`config.mk`:
```
export PLATFORM = sky130hd
export DESIGN_NAME = mac_accumulator
export DESIGN_NICKNAME = d
export VERILOG_FILES = /design/src/rtl/mac_accumulator.sv
export SDC_FILE = /design/constraint.sdc
export NUM_CORES = 1
export LEC_CHECK = 0
export ABC_AREA = 1
export BUFFER_PORTS_ARGS = -buffer_cell sky130_fd_sc_hd__buf_2
export CORE_MARGIN = 2
export CORE_UTILIZATION = 50
export CTS_CLUSTER_SIZE = 12
export DETAILED_ROUTE_END_ITERATION = 10
export PLACE_DENSITY = 0.74
export SLEW_MARGIN = 30
export SYNTH_ARGS = -nofsm -noshare
export SYNTH_HDL_FRONTEND = slang
export SYNTH_SLANG_ARGS = --single-unit
```
`constraint.sdc`:
```
create_clock -name clk -period 1.9 [get_ports clk]
set_clock_uncertainty 0.1 [all_clocks]
set_input_delay 0.19 -clock clk [delete_from_list [all_inputs] [get_ports clk]]
set_output_delay 0.19 -clock clk [all_outputs]
set_load 0.02 [all_outputs]
```
`src/rtl/mac_accumulator.sv`:
```
//------------------------------------------------------------------------------
// mac_accumulator: sums N_TERMS unsigned products per frame, valid/ready out.
// Revision: 1.0
//------------------------------------------------------------------------------
`default_nettype none

module mac_accumulator #(
    parameter int N_BITS   = 4,
    parameter int N_TERMS  = 8,
    parameter int ACC_BITS = 11
) (
    input  logic                               clk,
    input  logic                               rst_n,
    input  logic                               start,
    input  logic [2*N_BITS-1:0]                product,
    input  logic                               in_valid,
    output logic                               in_ready,
    output logic [ACC_BITS-1:0]                acc_out,
    output logic                               out_valid,
    input  logic                               out_ready,
    output logic                               busy,
    output logic [$clog2(N_TERMS+1)-1:0]       term_cnt
);

    localparam int C_PROD_W = 2 * N_BITS;
    localparam int C_CNT_W  = $clog2(N_TERMS + 1);

    typedef enum logic [1:0] {
        S_IDLE  = 2'd0,
        S_ACCUM = 2'd1,
        S_DONE  = 2'd2
    } state_t;

    state_t                r_state;
    logic [ACC_BITS-1:0]   r_acc;
    logic [C_CNT_W-1:0]    r_cnt;
    logic                  r_in_ready;
    logic                  r_out_valid;
    logic                  r_busy;

    logic [ACC_BITS-1:0]   w_prod_ext;
    logic                  w_last;

    assign w_prod_ext = {{(ACC_BITS - C_PROD_W){1'b0}}, product};
    assign w_last     = (r_cnt == C_CNT_W'(N_TERMS - 1));

    // Handshake flags are registered alongside the state so no input reaches an output combinationally.
    always_ff @(posedge clk or negedge rst_n) begin
        if (!rst_n) begin
            r_state     <= S_IDLE;
            r_acc       <= '0;
            r_cnt       <= '0;
            r_in_ready  <= 1'b0;
            r_out_valid <= 1'b0;
            r_busy      <= 1'b0;
        end else begin
            case (r_state)
                S_IDLE: begin
                    if (start) begin
                        r_state    <= S_ACCUM;
                        r_acc      <= '0;
                        r_cnt      <= '0;
                        r_in_ready <= 1'b1;
                        r_busy     <= 1'b1;
                    end
                end
                S_ACCUM: begin
                    if (in_valid) begin
                        r_acc <= r_acc + w_prod_ext;
                        r_cnt <= r_cnt + C_CNT_W'(1);
                        if (w_last) begin
                            r_state     <= S_DONE;
                            r_in_ready  <= 1'b0;
                            r_out_valid <= 1'b1;
                        end
                    end
                end
                S_DONE: begin
                    if (out_ready) begin
                        r_out_valid <= 1'b0;
                        if (start) begin
                            r_state    <= S_ACCUM;
                            r_acc      <= '0;
                            r_cnt      <= '0;
                            r_in_ready <= 1'b1;
                        end else begin
                            r_state <= S_IDLE;
                            r_busy  <= 1'b0;
                        end
                    end
                end
                default: begin
                    r_state     <= S_IDLE;
                    r_in_ready  <= 1'b0;
                    r_out_valid <= 1'b0;
                    r_busy      <= 1'b0;
                end
            endcase
        end
    end

    assign in_ready  = r_in_ready;
    assign out_valid = r_out_valid;
    assign busy      = r_busy;
    assign acc_out   = r_acc;
    assign term_cnt  = r_cnt;

endmodule

`default_nettype wire
```
==> results.md <==
- Yosys warning count: 0
- Post-Syn Area per Cell: 7.80 sq um
- Iter 0 DRT Violations: 16
- H-tree Lvls: 1
- Die Area: 0.00291 sq mm
- Syn-to-layout area delta: 19.7%
- Sequential area share after synthesis: 40.1%
- Endpoints failing hold: 0
- Fin crit period: 1.77 ns
- Most used flip-flop cell after synthesis: dfrtp_1
- Gpl congestion: 0.796
- Cell family with most CP delay: adder cells
- Share of layout cells above drive strength 1: 26.0%
- Port bufs: 30
- Fin. max-slew vios: 0
- RSZ-0062 raised after global routing: false
- First-pass GRT wire length: 4.35 mm
- DR vias: 1154
- Clock latency on the worst-skew pair: 0.30 ns
- Post-route cell area: 0.00150 sq mm
- Post-synth net total: 183
- Detailed Route WL: 2.65 mm
- Setup TNS Final: 0 ns
- Max capacitance violation total: 0
- Post-DP HPWL: 2.05 mm
- Critical R2R Launch: acc_out[0]$_DFFE_PN0P_
- Cell row count: 18
- CP cell instances: ha_2 -> fa_2 -> nand2_1 -> nand2_1 -> nand2_1 -> nor2_1 -> o21ai_0 -> nand2_1 -> o21ai_1
- Core area: 0.00241 sq mm
- FF/Latch Area: 500 sq um
- WL per Instance: 11.7 um
- Initial antenna violation count: 0
- Vias in the first global route: 1036
- Ys async rst share: 100%
- Buf/Inv on CP: 0
- Area leader, netlist: dfrtp_1
- Power per Cell Area: 1500 mW/mm^2
- Hold depth: 4
- IR drop worst, VDD: 1.09 mV
- ANT nets after route: 0
- Post-synth EDFFs: 0
- Die Span Y: 54.0 um
- Area of the multi-input gates: 682 sq um
- Die X: 54.0 um
- Commonest cells in the netlist: 46 x nand2_1, 20 x dfrtp_1, 20 x nor2_1, 13 x inv_1, 10 x a21oi_1
- Cts bufs inserted: 3
- Sink Count: 20
- CP Launch Type: flip-flop
- Slew HR: 69.5%
- Final setup viols: 0
- N_diodes: 0
- Count leader, synth: nand2_1
- Leak: 0.000835 uW
- Cells on worst reg2reg path: 9
- Largest net degree at the start of global routing: 21
- Critical Path RT: 2.04 ns
- Crit end category: flip-flop
- Top cell type's share of synthesized area: 40.1%
- Drt pass-1 iters: 4
- Starting density of the core: 51.8%
- Cell depth of the worst setup path: 9
- Clock root cell: clkbuf_4
- IO Pins: 31
- Status: finished clean
- DRC viols: 0
- Largest stage delay on the critical path: 0.41 ns
- CTS tree: yes
- Mapped Cells: 160
- CP max-delay cell: dfrtp_1
- Worst min-delay path category: in2reg
- Synth top area cells: dfrtp_1 40%, nand2_1 14%, ha_1 9.0%, nor2_1 6.0%, a21oi_1 4.0%
- Filler cells: 226
- Seq cells post-synth: 20
- CP arrival: 1.91 ns
- Hold Startpoint: out_ready
- Largest fanout on the critical path: 3
- Final nets: 220
- GR Util All Layers: 20.5%
- Crit. Startpoint: acc_out[0]$_DFFE_PN0P_
- F_max: 566 MHz
- Worst slew pin tran: 0.458 ns
- Most frequent CP cell: nand2_1
- Synth unique cells: 26
- Vias per cell: 5.11
- Final period util: 93.0%
- Clock transition at path regs: 0.12 ns
- Total grt overflow: 0
- Crit Path Category: reg2reg
- Max clock buf depth: 2
- Area after DPL: 0.00144 sq mm
- Post-Syn Area: 0.00125 sq mm
==> path summary, 6_finish.rpt <==
path                       slack (ns)                      to
max                              0.13  acc_out[6]$_DFFE_PN0P_
min                              0.12        busy$_DFFE_PN0P_
max reg2reg                      0.13  acc_out[6]$_DFFE_PN0P_
min reg2reg                      0.38    in_ready$_DFFE_PN0P_
max in group asynchronous        1.12  r_state[0]$_DFFE_PN0P_
min in group asynchronous        0.25  acc_out[3]$_DFFE_PN0P_
==> power by group <==
group	total [uW]	internal [uW]	switching [uW]
Clock	250	117	134
Combinational	1260	458	800
Sequential	728	582	146
==> area by class of cell <==
type,instances,share of cell area [%]
timing repair buffer,33,11.7
multi-input combinational,122,45.6
inverter,17,4.27
sequential,20,33.5
tap,30,2.51
clock buffer,4,2.43
==> per-stage QoR <==
step / util (%) / hold WS, ns / instances / power (uW) / setup slack (ns)
floorplan: - / -0.206 / 160 / 1630 / 0.109
global placement: 59.6 / 0.0669 / 220 / 1930 / 0.146
detailed placement: 59.6 / 0.0760 / 220 / 1970 / 0.0922
CTS: 61.5 / 0.0978 / 225 / 2230 / 0.0628
global route: 62.0 / 0.0863 / 226 / 2450 / 0.0189
finish: 62.0 / 0.119 / 226 / 2240 / 0.133
==> flip-flops by register name, indices dropped and copies added (netlist names) <==
signal / count
acc_out: 11
busy: 1
in_ready: 1
out_valid: 1
r_state: 2
term_cnt: 4
==> placed cells by master (no fill, tap or decap), types with 2 or more instances in the layout <==
| cell | count |
|---|---|
| a21oi_1 | 10 |
| a22o_1 | 3 |
| buf_2 | 30 |
| buf_4 | 2 |
| clkbuf_4 | 3 |
| dfrtp_1 | 20 |
| ha_1 | 8 |
| inv_1 | 13 |
| inv_2 | 4 |
| nand2_1 | 46 |
| nand2_2 | 2 |
| nand3_1 | 8 |
| nand3_2 | 3 |
| nor2_1 | 20 |
| o21ai_0 | 8 |
==> repair_timing <==
item,4_1_cts,5_1_grt
hold buffers,1,0
hold endpoints to repair,20,0
gates resized for setup,0,2
setup endpoints to repair,0,2
buffers inserted,0,1
==> cells by family after synthesis <==
logic type                 count (synthesis)  share of synthesized area [%]
and+or+nand+nor                           84                           29.3
AOI/OAI and AO/OA                         25                           12.1
DFF                                       20                           40.1
buffers and inverters                     18                           5.71
adders and majority gates                 10                           10.6
xor gates and xnor gates                   2                           1.40
muxes                                      1                          0.802
==> routing by layer <==
metal	share of wire [%]	global-route usage, %	wire length [um]
met5	0	0	0
met2	50	37.6	1320
met4	0	4.17	0
met3	4.0	3.33	107
met1	46	25.1	1230
==> worst register-to-register path: stages, from the launching register on <==
cell and delay (ns):
dfrtp_1 0.41, ha_2 0.19, fa_2 0.34, nand2_1 0.10, nand2_1 0.08, nand2_1 0.09, nor2_1 0.06, o21ai_0 0.16
nand2_1 0.07, o21ai_1 0.11
No activity file was read; power rests on OpenSTA's default activity.
